==> src/rtl/mem_stage_ctrl_pkg.sv <==
// Shared types and constants for the MEM pipeline stage.
package mem_stage_ctrl_pkg;

  typedef enum logic [1:0] {
    ST_IDLE = 2'd0,
    ST_WAIT = 2'd1,
    ST_DONE = 2'd2
  } state_e;

  localparam logic [3:0] BE_WORD = 4'hF;
  localparam logic [3:0] BE_NONE = 4'h0;

  // Bit positions of the EX/MEM control word.
  localparam int CTL_MEMREAD  = 2;
  localparam int CTL_MEMWRITE = 4;
  localparam int CTL_REGWRITE = 6;
  localparam int CTL_WORD     = 8;

  localparam int REG_W = 5;

  function automatic logic [3:0] byte_be(input logic [1:0] off);
    return 4'b0001 << off;
  endfunction

endpackage

==> src/rtl/mem_stage_ctrl_lane_align.sv <==
// Load byte extraction and store lane replication / byte-enable generation.
module mem_stage_ctrl_lane_align
  import mem_stage_ctrl_pkg::*;
(
  input  logic [1:0]  i_ld_off,
  input  logic        i_ld_word,
  input  logic [31:0] i_rdata,
  output logic [31:0] o_ld_data,
  input  logic [1:0]  i_st_off,
  input  logic        i_st_word,
  input  logic        i_st_write,
  input  logic [31:0] i_st_data,
  output logic [31:0] o_st_wdata,
  output logic [3:0]  o_st_be
);

  logic [7:0] w_ld_byte;

  assign w_ld_byte  = i_rdata[8*i_ld_off +: 8];
  assign o_ld_data  = i_ld_word ? i_rdata : {24'b0, w_ld_byte};
  assign o_st_wdata = i_st_word ? i_st_data : {4{i_st_data[7:0]}};

  always_comb begin
    o_st_be = BE_NONE;
    if (i_st_write) o_st_be = i_st_word ? BE_WORD : byte_be(i_st_off);
  end

endmodule

==> src/rtl/mem_stage_ctrl.sv <==
// MEM stage: req/ack data-memory port, upstream stall and MEM/WB register.
// Define MISALIGN_TRAP_EN to trap misaligned word accesses instead of forcing alignment.
module mem_stage_ctrl
  import mem_stage_ctrl_pkg::*;
#(
  parameter int ADDR_W = 32,
  parameter int DATA_W = 32
) (
  input  logic              clock,
  input  logic              reset,
  input  logic [DATA_W-1:0] inResult,
  input  logic [DATA_W-1:0] inReadRegister2,
  input  logic              inMemRead,
  input  logic              inMemWrite,
  input  logic              inWord,
  input  logic              inRegWrite,
  input  logic [REG_W-1:0]  inRd,
  output logic [ADDR_W-1:0] memAddr,
  output logic [DATA_W-1:0] memWData,
  output logic [3:0]        memByteEn,
  output logic              memReq,
  output logic              memWe,
  input  logic [DATA_W-1:0] memRData,
  input  logic              memAck,
  output logic              stall,
  output logic [DATA_W-1:0] outData,
  output logic [REG_W-1:0]  outRd,
  output logic              outRegWrite,
  output logic              outMisalign
);

  state_e            r_state, w_state_nxt;
  logic [1:0]        r_ld_off;
  logic              r_ld_word;
  logic              r_is_load;
  logic [DATA_W-1:0] r_ld_data;
  logic              w_access, w_misalign, w_start;
  logic [DATA_W-1:0] w_ld_data, w_st_wdata;
  logic [3:0]        w_st_be;

  assign w_access = inMemRead | inMemWrite;

`ifdef MISALIGN_TRAP_EN
  assign w_misalign = w_access & inWord & (inResult[1:0] != 2'b00);
`else
  assign w_misalign = 1'b0;
`endif

  assign w_start = (r_state == ST_IDLE) & w_access & ~w_misalign;
  // Gated by reset so every output reads 0 while reset is held.
  assign stall   = reset & (w_start | (r_state == ST_WAIT));

  mem_stage_ctrl_lane_align u_lane_align (
    .i_ld_off   (r_ld_off),
    .i_ld_word  (r_ld_word),
    .i_rdata    (memRData),
    .o_ld_data  (w_ld_data),
    .i_st_off   (inResult[1:0]),
    .i_st_word  (inWord),
    .i_st_write (inMemWrite),
    .i_st_data  (inReadRegister2),
    .o_st_wdata (w_st_wdata),
    .o_st_be    (w_st_be)
  );

  always_ff @(posedge clock or negedge reset) begin
    if (!reset) r_state <= ST_IDLE;
    else        r_state <= w_state_nxt;
  end

  always_comb begin
    w_state_nxt = r_state;
    case (r_state)
      ST_IDLE: if (w_start) w_state_nxt = ST_WAIT;
      ST_WAIT: if (memAck)  w_state_nxt = ST_DONE;
      ST_DONE: w_state_nxt = ST_IDLE;
      default: w_state_nxt = ST_IDLE;
    endcase
  end

  always_ff @(posedge clock or negedge reset) begin
    if (!reset) begin
      memReq      <= 1'b0;
      memWe       <= 1'b0;
      memAddr     <= '0;
      memWData    <= '0;
      memByteEn   <= BE_NONE;
      r_ld_off    <= 2'b00;
      r_ld_word   <= 1'b0;
      r_is_load   <= 1'b0;
      r_ld_data   <= '0;
      outData     <= '0;
      outRd       <= '0;
      outRegWrite <= 1'b0;
    end else begin
      case (r_state)
        ST_IDLE: begin
          if (w_start) begin
            memReq      <= 1'b1;
            memWe       <= inMemWrite;
            memAddr     <= {inResult[ADDR_W-1:2], 2'b00};
            memWData    <= w_st_wdata;
            memByteEn   <= w_st_be;
            r_ld_off    <= inResult[1:0];
            r_ld_word   <= inWord;
            r_is_load   <= ~inMemWrite;
            outRegWrite <= 1'b0;
          end else begin
            outData     <= inResult;
            outRd       <= inRd;
            outRegWrite <= inRegWrite & ~w_misalign;
          end
        end
        ST_WAIT: begin
          outRegWrite <= 1'b0;
          if (memAck) begin
            memReq    <= 1'b0;
            r_ld_data <= w_ld_data;
          end
        end
        ST_DONE: begin
          // Same instruction is still presented upstream; consume it here, never re-issue.
          outData     <= r_is_load ? r_ld_data : inResult;
          outRd       <= inRd;
          outRegWrite <= inRegWrite;
        end
        default: outRegWrite <= 1'b0;
      endcase
    end
  end

`ifdef MISALIGN_TRAP_EN
  logic r_misalign;
  always_ff @(posedge clock or negedge reset) begin
    if (!reset) r_misalign <= 1'b0;
    else        r_misalign <= (r_state == ST_IDLE) & w_misalign;
  end
  assign outMisalign = r_misalign;
`else
  assign outMisalign = 1'b0;
`endif

endmodule

==> config.mk <==
export PLATFORM = sky130hd
export DESIGN_NAME = mem_stage_ctrl
export DESIGN_NICKNAME = d
export VERILOG_FILES = /design/src/rtl/mem_stage_ctrl_pkg.sv /design/src/rtl/mem_stage_ctrl_lane_align.sv /design/src/rtl/mem_stage_ctrl.sv
export SDC_FILE = /design/constraint.sdc
export NUM_CORES = 1
export LEC_CHECK = 0
export ABC_CLOCK_PERIOD_IN_PS = 1990
export CORE_ASPECT_RATIO = 1.2
export CORE_MARGIN = 5
export CORE_UTILIZATION = 40
export CTS_CLUSTER_SIZE = 10
export DETAILED_ROUTE_END_ITERATION = 10
export PLACE_DENSITY_LB_ADDON = 0.12
export SYNTH_ARGS = -nofsm -noshare
export SYNTH_HDL_FRONTEND = slang
export SYNTH_SLANG_ARGS = --single-unit
==> constraint.sdc <==
create_clock -name clock -period 1.99 [get_ports clock]
set_input_delay 0.398 -clock clock [delete_from_list [all_inputs] [get_ports clock]]
set_output_delay 0.398 -clock clock [all_outputs]
set_load 0.02 [all_outputs]
# Yosys cells after proc, flatten, opt, wreduce, memory -nomap -nowiden
# Cells that the tools add are included.
[totals]
in_bits = 108
ramBits = 0
wordCells = 50
romBits = 0
register_bits = 144
memories = 0
latchBits = 0
[classes]
n_lt_le_gt_ge = 0
n_div = 0
mux = 17
shift = 2
bitwise = 5
reduce_logical = 8
eq_ne = 5
multipliers = 0
add_sub_neg = 0
[ops]
columns = ["operator", "n"]
rows = [
  ["$mux 32", 4],
  ["$pmux 32 s2", 1],
  ["$shiftx 32x6->8", 1],
  ["$pmux 5 s2", 1],
  ["$mux 4", 2],
  ["$reduce_and 2->1", 4],
  ["$ne 2x2->1 const B", 3],
  ["$mux 5", 1],
  ["$mux 2", 2],
  ["$pmux 1 s2", 2],
  ["$pmux 2 s2", 1],
  ["$reduce_bool 2->1", 2],
  ["$shl 1x2->4 const A", 1],
  ["$mux 1", 3],
  ["$reduce_and 3->1", 1],
  ["$and 1x1->1", 2],
  ["$eq 2x1->1 const B", 1],
  ["$eq 2x2->1 const B", 1],
  ["$logic_not 2->1", 1],
  ["$or 1x1->1", 2],
  ["$not 1->1", 1],
]

# Depth between registers and ports, before layout
# Gate-level depths: netlist (run 1).
[logic_depth]
depth_word = 4
mapped_depth = 6
ltp_nobuf = 4

# Cells and area by module
# A second synthesis (run 1) with hierarchy kept.
[hier_totals]
hier_cells = 491
hier_area_um2 = 6780.3
[by_module_without_submodules]
columns = ["mod", "seq_area_each_um2", "area_per_inst_um2", "instances", "cells_per_inst"]
rows = [
  ["mem_stage_ctrl", 3603.5, 5843.1, 1, 350],
  ["mem_stage_ctrl_lane_align", 0.0, 937.1, 1, 141],
]

# Worst setup path before layout (run 1)
# No wires, ideal clock.
[synth_path]
path_kind = "register -> output"
startpoint = "register r_state[1]"
endpoint = "output stall"
path_stages_with_launch = 3
n_path_buf = 1
t_arrival_ns = 1.026
required_time_ns = 1.592
slack_ns = 0.566
path_cell_list = "dfrtp_1 -> buf_2 -> nor3b_1"
[synth_between]
elab_chain_cells = 4
elab_cells_between_ends = 5
cone_classes = "eq/ne (1); bitwise (3); reduce/logical (1)"
[synth_lines]
columns = ["element", "line", "source"]
rows = [
  ["start, declared", "mem_stage_ctrl.sv:32", "state_e r_state, w_state_nxt;"],
  ["start signal, assigned", "mem_stage_ctrl.sv:68", "else r_state <= w_state_nxt;"],
  ["$logic_not 2->1", "mem_stage_ctrl.sv:49", "assign w_start = (r_state == ST_IDLE) & w_access & ~w_misalign;"],
  ["$and 1x1->1", "mem_stage_ctrl.sv:49", ""],
  ["$or 1x1->1 (*)", "mem_stage_ctrl.sv:51", "assign stall = reset & (w_start | (r_state == ST_WAIT));"],
  ["$and 1x1->1 (*)", "mem_stage_ctrl.sv:51", ""],
  ["end, declared", "mem_stage_ctrl.sv:25", "output logic stall,"],
]
# Mark *: on every way between the ends. The rest lies on a longest branch, timed or not.

# Final worst setup path (run 1)
[layout_path]
startpoint = "input inMemWrite"
endpoint = "output stall"
[layout_between]
elab_chain_cells = 4
[layout_lines]
columns = ["element", "line", "source"]
rows = [
  ["start, declared", "mem_stage_ctrl.sv:14", "input logic inMemWrite,"],
  ["$or 1x1->1", "mem_stage_ctrl.sv:41", "assign w_access = inMemRead | inMemWrite;"],
  ["$and 1x1->1", "mem_stage_ctrl.sv:49", ""],
  ["$or 1x1->1", "mem_stage_ctrl.sv:51", ""],
  ["$and 1x1->1", "mem_stage_ctrl.sv:51", ""],
]
# Every way passes these cells.

==> results of run 1 <==
[cells by family (layout without fill, tap and decap cells)]
kind of cell / after synthesis / after routing / share of synthesized area (%)
multiplexers: 7 / 7 / 1.24
flip-flops: 144 / 144 / 58.5
buffers and inverters: 65 / 280 / 5.83
AND/OR/NAND/NOR: 279 / 279 / 18.0
other: 1 / 3 / 0.0609
AO/OA/AOI/OAI: 170 / 170 / 16.4
[Yosys cell counts]
master	n	area, um^2
nor2_2	2	12.5
nor3_1	1	5.00
o31ai_1	6	45.0
or3_4	1	11.3
mux2i_1	2	20.0
nand3b_1	1	7.51
o21ai_0	58	290
buf_6	9	101
conb_1	1	3.75
nor2_1	11	41.3
buf_2	14	70.1
buf_8	1	15.0
a21o_1	1	7.51
a22oi_1	1	7.51
nor3_2	1	10.0
nor2b_1	10	62.6
nand3_1	1	5.00
buf_1	1	3.75
o22ai_1	40	250
nand2_1	247	927
inv_1	14	52.6
dfrtp_1	144	3600
clkbuf_1	21	78.8
a21oi_1	25	125
a311oi_1	6	52.6
nand2b_1	1	6.26
buf_4	5	37.5
mux2_2	5	56.3
o21ai_1	16	80.1
o21bai_2	1	11.3
or2_2	1	6.26
o21ai_2	16	140
nor3b_1	2	15.0
[metal layers]
layer	vias up	part of all wire [%]
met4	0	2.7
met1	2493	41
met3	35	7.9
li1	2635	-
met5	-	0
met2	192	49
[layout by cell type (no fill, tap or decap), types with 3 or more instances in the layout]
| cell | instances |
|---|---|
| nand2_1 | 247 |
| clkdlybuf4s50_1 | 212 |
| dfrtp_1 | 144 |
| o21ai_0 | 58 |
| o22ai_1 | 40 |
| a21oi_1 | 25 |
| clkbuf_16 | 17 |
| o21ai_2 | 16 |
| o21ai_1 | 16 |
| buf_4 | 15 |
| inv_1 | 14 |
| nor2_1 | 11 |
| nor2b_1 | 10 |
| buf_12 | 8 |
| a311oi_1 | 6 |
| o31ai_1 | 6 |
| mux2_2 | 5 |
| clkbuf_8 | 5 |
| conb_1 | 3 |
| clkinv_2 | 3 |
[final timing paths]
| kind | to | slack (ps) | cells past startpoint |
|---|---|---|---|
| setup / recovery | stall | 130 | 4 |
| hold / removal | memAddr[27] | 90 | 2 |
| setup reg to reg | r_ld_data[5] | 420 | 4 |
| hold reg to reg | memAddr[31] | 470 | 2 |
| max in group asynchronous | r_ld_word | 1280 | 2 |
| min in group clock | memAddr[31] | 470 | 2 |
[sequential cells by signal (all words and copies together) (netlist names)]
signal,count
memAddr,30
memByteEn,4
memReq,1
memWData,32
memWe,1
outData,32
outRd,5
outRegWrite,1
r_is_load,1
r_ld_data,32
r_ld_off,2
r_ld_word,1
r_state,2
[report_power, final]
group / switching, W / internal (W) / total [W]
logic: 0.00391 / 0.00313 / 0.00704
registers: 0.000763 / 0.00435 / 0.00511
clock network: 0.00116 / 0.00173 / 0.00289
[through the flow]
step	instance area (um^2)	hold slack [ps]	total power, W	util [%]
after floorplan	6170	102	0.00896	-
after global placement	8550	457	0.0121	56.7
after detailed placement	8550	460	0.0123	56.7
after CTS	9080	161	0.0152	60.2
after global routing	9080	182	0.0161	60.2
final	9080	89.6	0.0150	60.2
[final cells by class]
class	count	area, um^2	area share [%]
Timing Repair Buffer	237	2410	26.6
Tap cell	204	255	2.81
Multi-Input combinational cell	459	2230	24.5
Clock buffer	24	502	5.52
Sequential cell	144	3600	39.7
Inverter	14	52.6	0.578
Clock inverter	5	31.3	0.344
[critical path: stages]
cell	delay, ps
clkdlybuf4s50_1	480
nor3_1	60
nor3b_1	160
dlygate4sd2_1	360
[timing repair]
item	4_1_cts	5_1_grt
setup endpoints to repair	1	0
resized for setup	1	0
hold buffers	0	0
==> flow_summary.yaml, run 1 <==
global_route:
  grt_use_total_pct: 20.8
  grt_max_degree: 145
  antenna_found_initial: 0
  use_met3_pct: 6.10
  grt_pass1_wl_um: 29200
  grt_pass1_vias: 5461
  use_met1_pct: 26.1
  use_met2_pct: 33.9
  busiest_layer: "met2"
  overflow: 0
placed_design:
  dp_hpwl_um: 13200
  placedCellCount: 1058
  globalplace.congestion: 0.810
  pre_cts_slack_ps: -155
  port_buffers: 214
sta:
  setup_slack_ps: 127
  max_freq_mhz: 537
  hold_viol: 0
  period_share_pct: 93.6
  tightest_slew_ps: 795
  min_period_ps: 1860
  rsz0062_at_grt: "false"
  final.setup.tns_ps: 0
  slew_violations: 0
  slew_headroom_pct: 47.0
  fin_skew_ps: 9.34
  setup_viol: 0
drt:
  antenna_left: 0
  viasPerCell: 4.93
  firstDrtPassIters: 5
  drtIter0Drc: 371
  routed_wl_um: 18100
  vias: 5355
  routedWlPerCell_um: 16.7
  remaining_drc_errors: 0
layout:
  fin_nets: 981
  n_antenna_cell: 0
  drive_gt1_share_pct: 8.83
  stdcell_count: 1087
  fill_cells: 1364
  syn_to_final_growth_pct: 47.4
worst_setup_path:
  criticalPathCategory: "in2out"
  crit_fanout: 2
  end_kind: "output pin"
  r2r_start: "r_ld_off[0]"
  startpoint_type: "input pin"
  arrival_ps: 1470
  startpoint: "inMemWrite"
  critPathRequiredTime_ps: 1590
logic_synthesis:
  ys_types: 33
  syn_inst: 666
  ys_seq_area_share_pct: 58.5
  ys.warnings.count: 0
  avgSynthCellArea_um2: 9.25
  synth_area_um2: 6160
  ys_ff_latch: 144
power_and_ir_drop:
  powerDensity_nw_per_um2: 1660
  power.leakage_nw: 4.10
  irDropWorstVdd_mv: 0.778
clocking:
  cts_sinks: 144
  cts_inserted_buffers: 17
  cts_buffer_depth: 2
  path_clk_slew_ps: 60
  post_cts_buffers: 0
  cts_tree: "done"
  clk-insertion-delay-late_ps: 420
  h-tree-depth: 4
  clock-root-buffer: "clkbuf_16"
job:
  max-cap-violations: 0
min_path:
  hold_path_class: "in2async"
die:
  ioPinCount: 218
  dieArea_um2: 18000
  fp.dieH_um: 146
  num_rows: 49
  floorplan.initialDensity_pct: 40.9
  die_w_um: 123
  core_area_um2: 15100
run_status:
  status: "finished, final reports clean"
(Power assumes the default switching activity.)
==> run 2, diff against run 1 <==
Settings changed: CTS_BUF_LIST set to sky130_fd_sc_hd__clkbuf_16.
==> flow_summary.yaml, run 2 (synthesis gave the netlist of run 1 again) <==
clocking:
  cts_sinks: 144
  clock-root-buffer: "clkbuf_16"
  h-tree-depth: 4
  path_clk_slew_ps: 60
  ctsHoldBuffers: 0
  clk-insertion-delay-late_ps: 420
  cts_buffer_depth: 2
  cts_tree: "done"
  cts_inserted_buffers: 17
layout:
  largestRegisters: "memWData (32), outData (32), r_ld_data (32)"
  fin_nets: 981
  drive_gt1_share_pct: 8.27
  mostFrequentLayoutCells: "247 x nand2_1, 212 x clkdlybuf4s50_1, 144 x dfrtp_1, 58 x o21ai_0, 40 x o22ai_1"
  syn_to_final_growth_pct: 46.6
  n_antenna_cell: 0
  final_cell_area_um2: 9030
  layout_commonest_cell: "nand2_1"
  stdcell_count: 1087
sta:
  fin_skew_ps: 6.89
  holdWs_ps: 3.57
  slew_violations: 0
  period_share_pct: 93.6
  final.setup.tns_ps: 0
  slew_headroom_pct: 40.6
  min_period_ps: 1860
  tightest_slew_ps: 891
  setup_viol: 0
  hold_viol: 0
  rsz0062_at_grt: "false"
  max_freq_mhz: 537
die:
  dieArea_um2: 18000
  die_w_um: 123
  ioPinCount: 218
  num_rows: 49
  fp.dieH_um: 146
  floorplan.initialDensity_pct: 40.9
  core_area_um2: 15100
global_route:
  grt_pass1_wl_um: 29200
  overflow: 0
  grt_pass1_vias: 5462
  grt_use_total_pct: 20.8
  antenna_found_initial: 0
  grt_max_degree: 145
drt:
  remaining_drc_errors: 0
  viasPerCell: 4.93
  vias: 5357
  routedWlPerCell_um: 16.7
  firstDrtPassIters: 5
  drtIter0Drc: 330
  antenna_left: 0
  routed_wl_um: 18100
worst_setup_path:
  criticalPathCategory: "in2out"
  worstPathCellList: "clkdlybuf4s50_1 -> nor3_1 -> nor3b_1 -> dlygate4sd2_1"
  path_buf_inv: 2
  critPathRequiredTime_ps: 1590
  end_kind: "output pin"
  max_stage_delay_ps: 480
  startpoint_type: "input pin"
  r2r_cells: 4
  arrival_ps: 1470
  path_delay_family: "buffers and inverters"
  r2r_start: "r_ld_off[0]"
  crit_fanout: 2
  r2r_slack_ps: 420
  rr_endpoint: "r_ld_data[5]"
  critical-path-slowest-cell: "clkdlybuf4s50_1"
placed_design:
  dp_hpwl_um: 13200
  place_area_um2: 8550
  globalplace.congestion: 0.810
  placedCellCount: 1058
  port_buffers: 214
power_and_ir_drop:
  powerDensity_nw_per_um2: 1640
  power.leakage_nw: 4.08
  total_power_w: 0.0148
  irDropWorstVdd_mv: 0.770
job:
  max-cap-violations: 0
min_path:
  hold_path_class: "in2async"
run_status:
  status: "finished, final reports clean"
[run 2: cell count changes in the layout (fill, tap and decap cells not counted), sizes merged]
cell	previous run	this run
clkbuf	24	17
inv	14	16
clkinv	4	9
[run 2: final cells by class]
class                           count  area, um^2
Clock buffer                       17         425
Clock inverter                     12        57.6
Fill cell                        1370        6050
Inverter                           14        52.6
Multi-Input combinational cell    459        2230
Sequential cell                   144        3600
Tap cell                          204         255
Timing Repair Buffer              237        2410
[run 2: metrics by stage]
stage,worst slack [ps],utilization [%]
floorplan,566,-
global placement,-169,56.7
detailed placement,-155,56.7
CTS,116,59.9
global route,53.9,59.9
finish,127,59.9
[run 2: worst max-delay path by stage]
stage / start / slack, ps / endpoint / cells past startpoint
3_5_place_dp: inMemWrite / -150 / stall / 4
3_3_place_gp: inMemWrite / -170 / stall / 4
5_1_grt: inMemWrite / 50 / stall / 4
6_report: inMemWrite / 130 / stall / 4
4_1_cts: inMemWrite / 120 / stall / 4
2_1_floorplan: r_state[1] / 570 / stall / 2
[run 2: worst register-to-register path, stage by stage, from the launching register on]
cell and delay, ps:
dfrtp_1 360, nor2_1 70, or2_2 330, a311oi_1 520, o31ai_1 150
[run 2: report_power, final]
group	total (W)	internal [W]	switching, W
Sequential	0.00511	0.00435	0.000765
Clock	0.00267	0.00153	0.00115
Combinational	0.00704	0.00313	0.00391
[run 2: routing by layer]
layer / vias up / share of wire, % / global-route usage (%)
li1: 2637 / - / -
met1: 2510 / 41 / 26.0
met2: 176 / 48 / 34.0
met3: 34 / 7.4 / 6.10
met4: 0 / 2.6 / 7.59
met5: - / 0 / 0
[run 2: what timing repair did]
action                                  4_1_cts  5_1_grt
gates resized for setup                       1        0
buffers inserted                              0        0
hold endpoints to repair                      0        0
endpoints found under the setup margin        1        0
==> run 3, diff against run 2 <==
Settings changed: CORE_MARGIN 5 to 3.
==> flow_summary.yaml, run 3 (synthesis gave the netlist of run 1 again) <==
sta:
  rsz0062_at_grt: "false"
  max_freq_mhz: 534
  hold_viol: 0
  final.setup.tns_ps: 0
  tightest_slew_ps: 754
  min_period_ps: 1870
  slew_violations: 0
  fin_skew_ps: 8.57
  setup_viol: 0
  slew_headroom_pct: 49.7
  setup_slack_ps: 119
  period_share_pct: 94.0
min_path:
  hold_path_class: "in2async"
placed_design:
  dp_hpwl_um: 12900
  pre_cts_slack_ps: -177
  port_buffers: 214
  globalplace.congestion: 0.831
layout:
  mostFrequentLayoutCells: "247 x nand2_1, 212 x clkdlybuf4s50_1, 144 x dfrtp_1, 58 x o21ai_0, 40 x o22ai_1"
  n_antenna_cell: 0
  drive_gt1_share_pct: 8.70
  layout_commonest_cell: "nand2_1"
  syn_to_final_growth_pct: 46.2
  fin_nets: 983
  utilization_pct: 60.0
  largestRegisters: "memWData (32), outData (32), r_ld_data (32)"
  fill_cells: 1331
clocking:
  path_clk_slew_ps: 50
  clock-root-buffer: "clkbuf_16"
  post_cts_buffers: 0
  clk-insertion-delay-late_ps: 420
  cts_buffer_depth: 2
  cts_inserted_buffers: 17
  cts_tree: "done"
  cts_sinks: 144
  h-tree-depth: 4
drt:
  remaining_drc_errors: 0
  routed_wl_um: 17700
  vias: 5346
  antenna_left: 0
  firstDrtPassIters: 4
  routedWlPerCell_um: 16.2
  viasPerCell: 4.91
  drtIter0Drc: 278
die:
  ioPinCount: 218
  core_area_um2: 15000
  fp.dieH_um: 142
  dieArea_um2: 16900
  die_w_um: 119
  num_rows: 49
  floorplan.initialDensity_pct: 41.0
worst_setup_path:
  rr_endpoint: "r_ld_data[7]"
  arrival_ps: 1470
  crit_fanout: 2
  criticalPathCategory: "in2out"
  end_kind: "output pin"
  r2r_start: "r_ld_word"
  r2r_slack_ps: 410
  critPathRequiredTime_ps: 1590
  r2r_cells: 4
  startpoint_type: "input pin"
run_status:
  status: "finished, final reports clean"
global_route:
  grt_max_degree: 145
  grt_pass1_wl_um: 29000
  overflow: 0
  antenna_found_initial: 0
  grt_pass1_vias: 5535
  grt_use_total_pct: 21.7
power_and_ir_drop:
  irDropWorstVdd_mv: 0.916
  powerDensity_nw_per_um2: 1640
  power.leakage_nw: 4.07
job:
  max-cap-violations: 0
-- run 3: cell type report --
| type | instances | area [um^2] | area share, % |
|---|---|---|---|
| clock inverters | 12 | 56.3 | 0.625 |
| multi-input cells | 459 | 2220 | 24.7 |
| well taps | 204 | 255 | 2.83 |
| flip-flops and latches | 144 | 3600 | 40.0 |
| clock buffers | 17 | 425 | 4.72 |
| inverters | 14 | 52.6 | 0.583 |
| repair buffers | 239 | 2390 | 26.6 |
-- run 3: worst max path at each step --
| stage | startpoint | endpoint | slack (ps) | cells after the start |
|---|---|---|---|---|
| 2_1_floorplan | r_state[1] | stall | 570 | 2 |
| 3_3_place_gp | inMemWrite | stall | -160 | 4 |
| 3_5_place_dp | inMemRead | stall | -180 | 4 |
| 4_1_cts | inMemRead | stall | 110 | 4 |
| 5_1_grt | inMemRead | stall | 20 | 4 |
| 6_report | inMemRead | stall | 120 | 4 |
-- run 3: critical path, cell delays in order --
cell	delay, ps
clkdlybuf4s50_1	500
nor3_1	50
nor3b_1	170
dlygate4sd2_1	360
-- run 3: repair_timing --
action / 4_1_cts / 5_1_grt
gates resized for setup: 1 / 0
endpoints found under the setup margin: 1 / 0
hold buffers: 0 / 0
-- run 3: metrics by stage --
step	std cells	cell area [um^2]	total power (W)	hold WS, ps
3_5_place_dp	1060	8530	0.0122	461
5_1_grt	1089	9010	0.0158	172
4_1_cts	1089	9010	0.0150	147
2_1_floorplan	668	6170	0.00896	102
6_report	1089	9010	0.0148	114
3_3_place_gp	1060	8530	0.0120	455
-- run 3: metal layers --
layer  wire length [um]  vias to the layer above  track usage [%]
met1               7310                     2493             27.2
met3               1240                       32             6.68
met5                  0                        -                0
met2               8660                      172             35.1
met4                484                        0             8.99
li1                   -                     2649                -
-- run 3: report_power, final --
| group | internal, W | total [W] | switching [W] |
|---|---|---|---|
| clock | 0.00153 | 0.00267 | 0.00115 |
| sequential | 0.00435 | 0.00511 | 0.000761 |
| combinational | 0.00309 | 0.00698 | 0.00388 |
| total | 0.00897 | 0.0148 | 0.00579 |
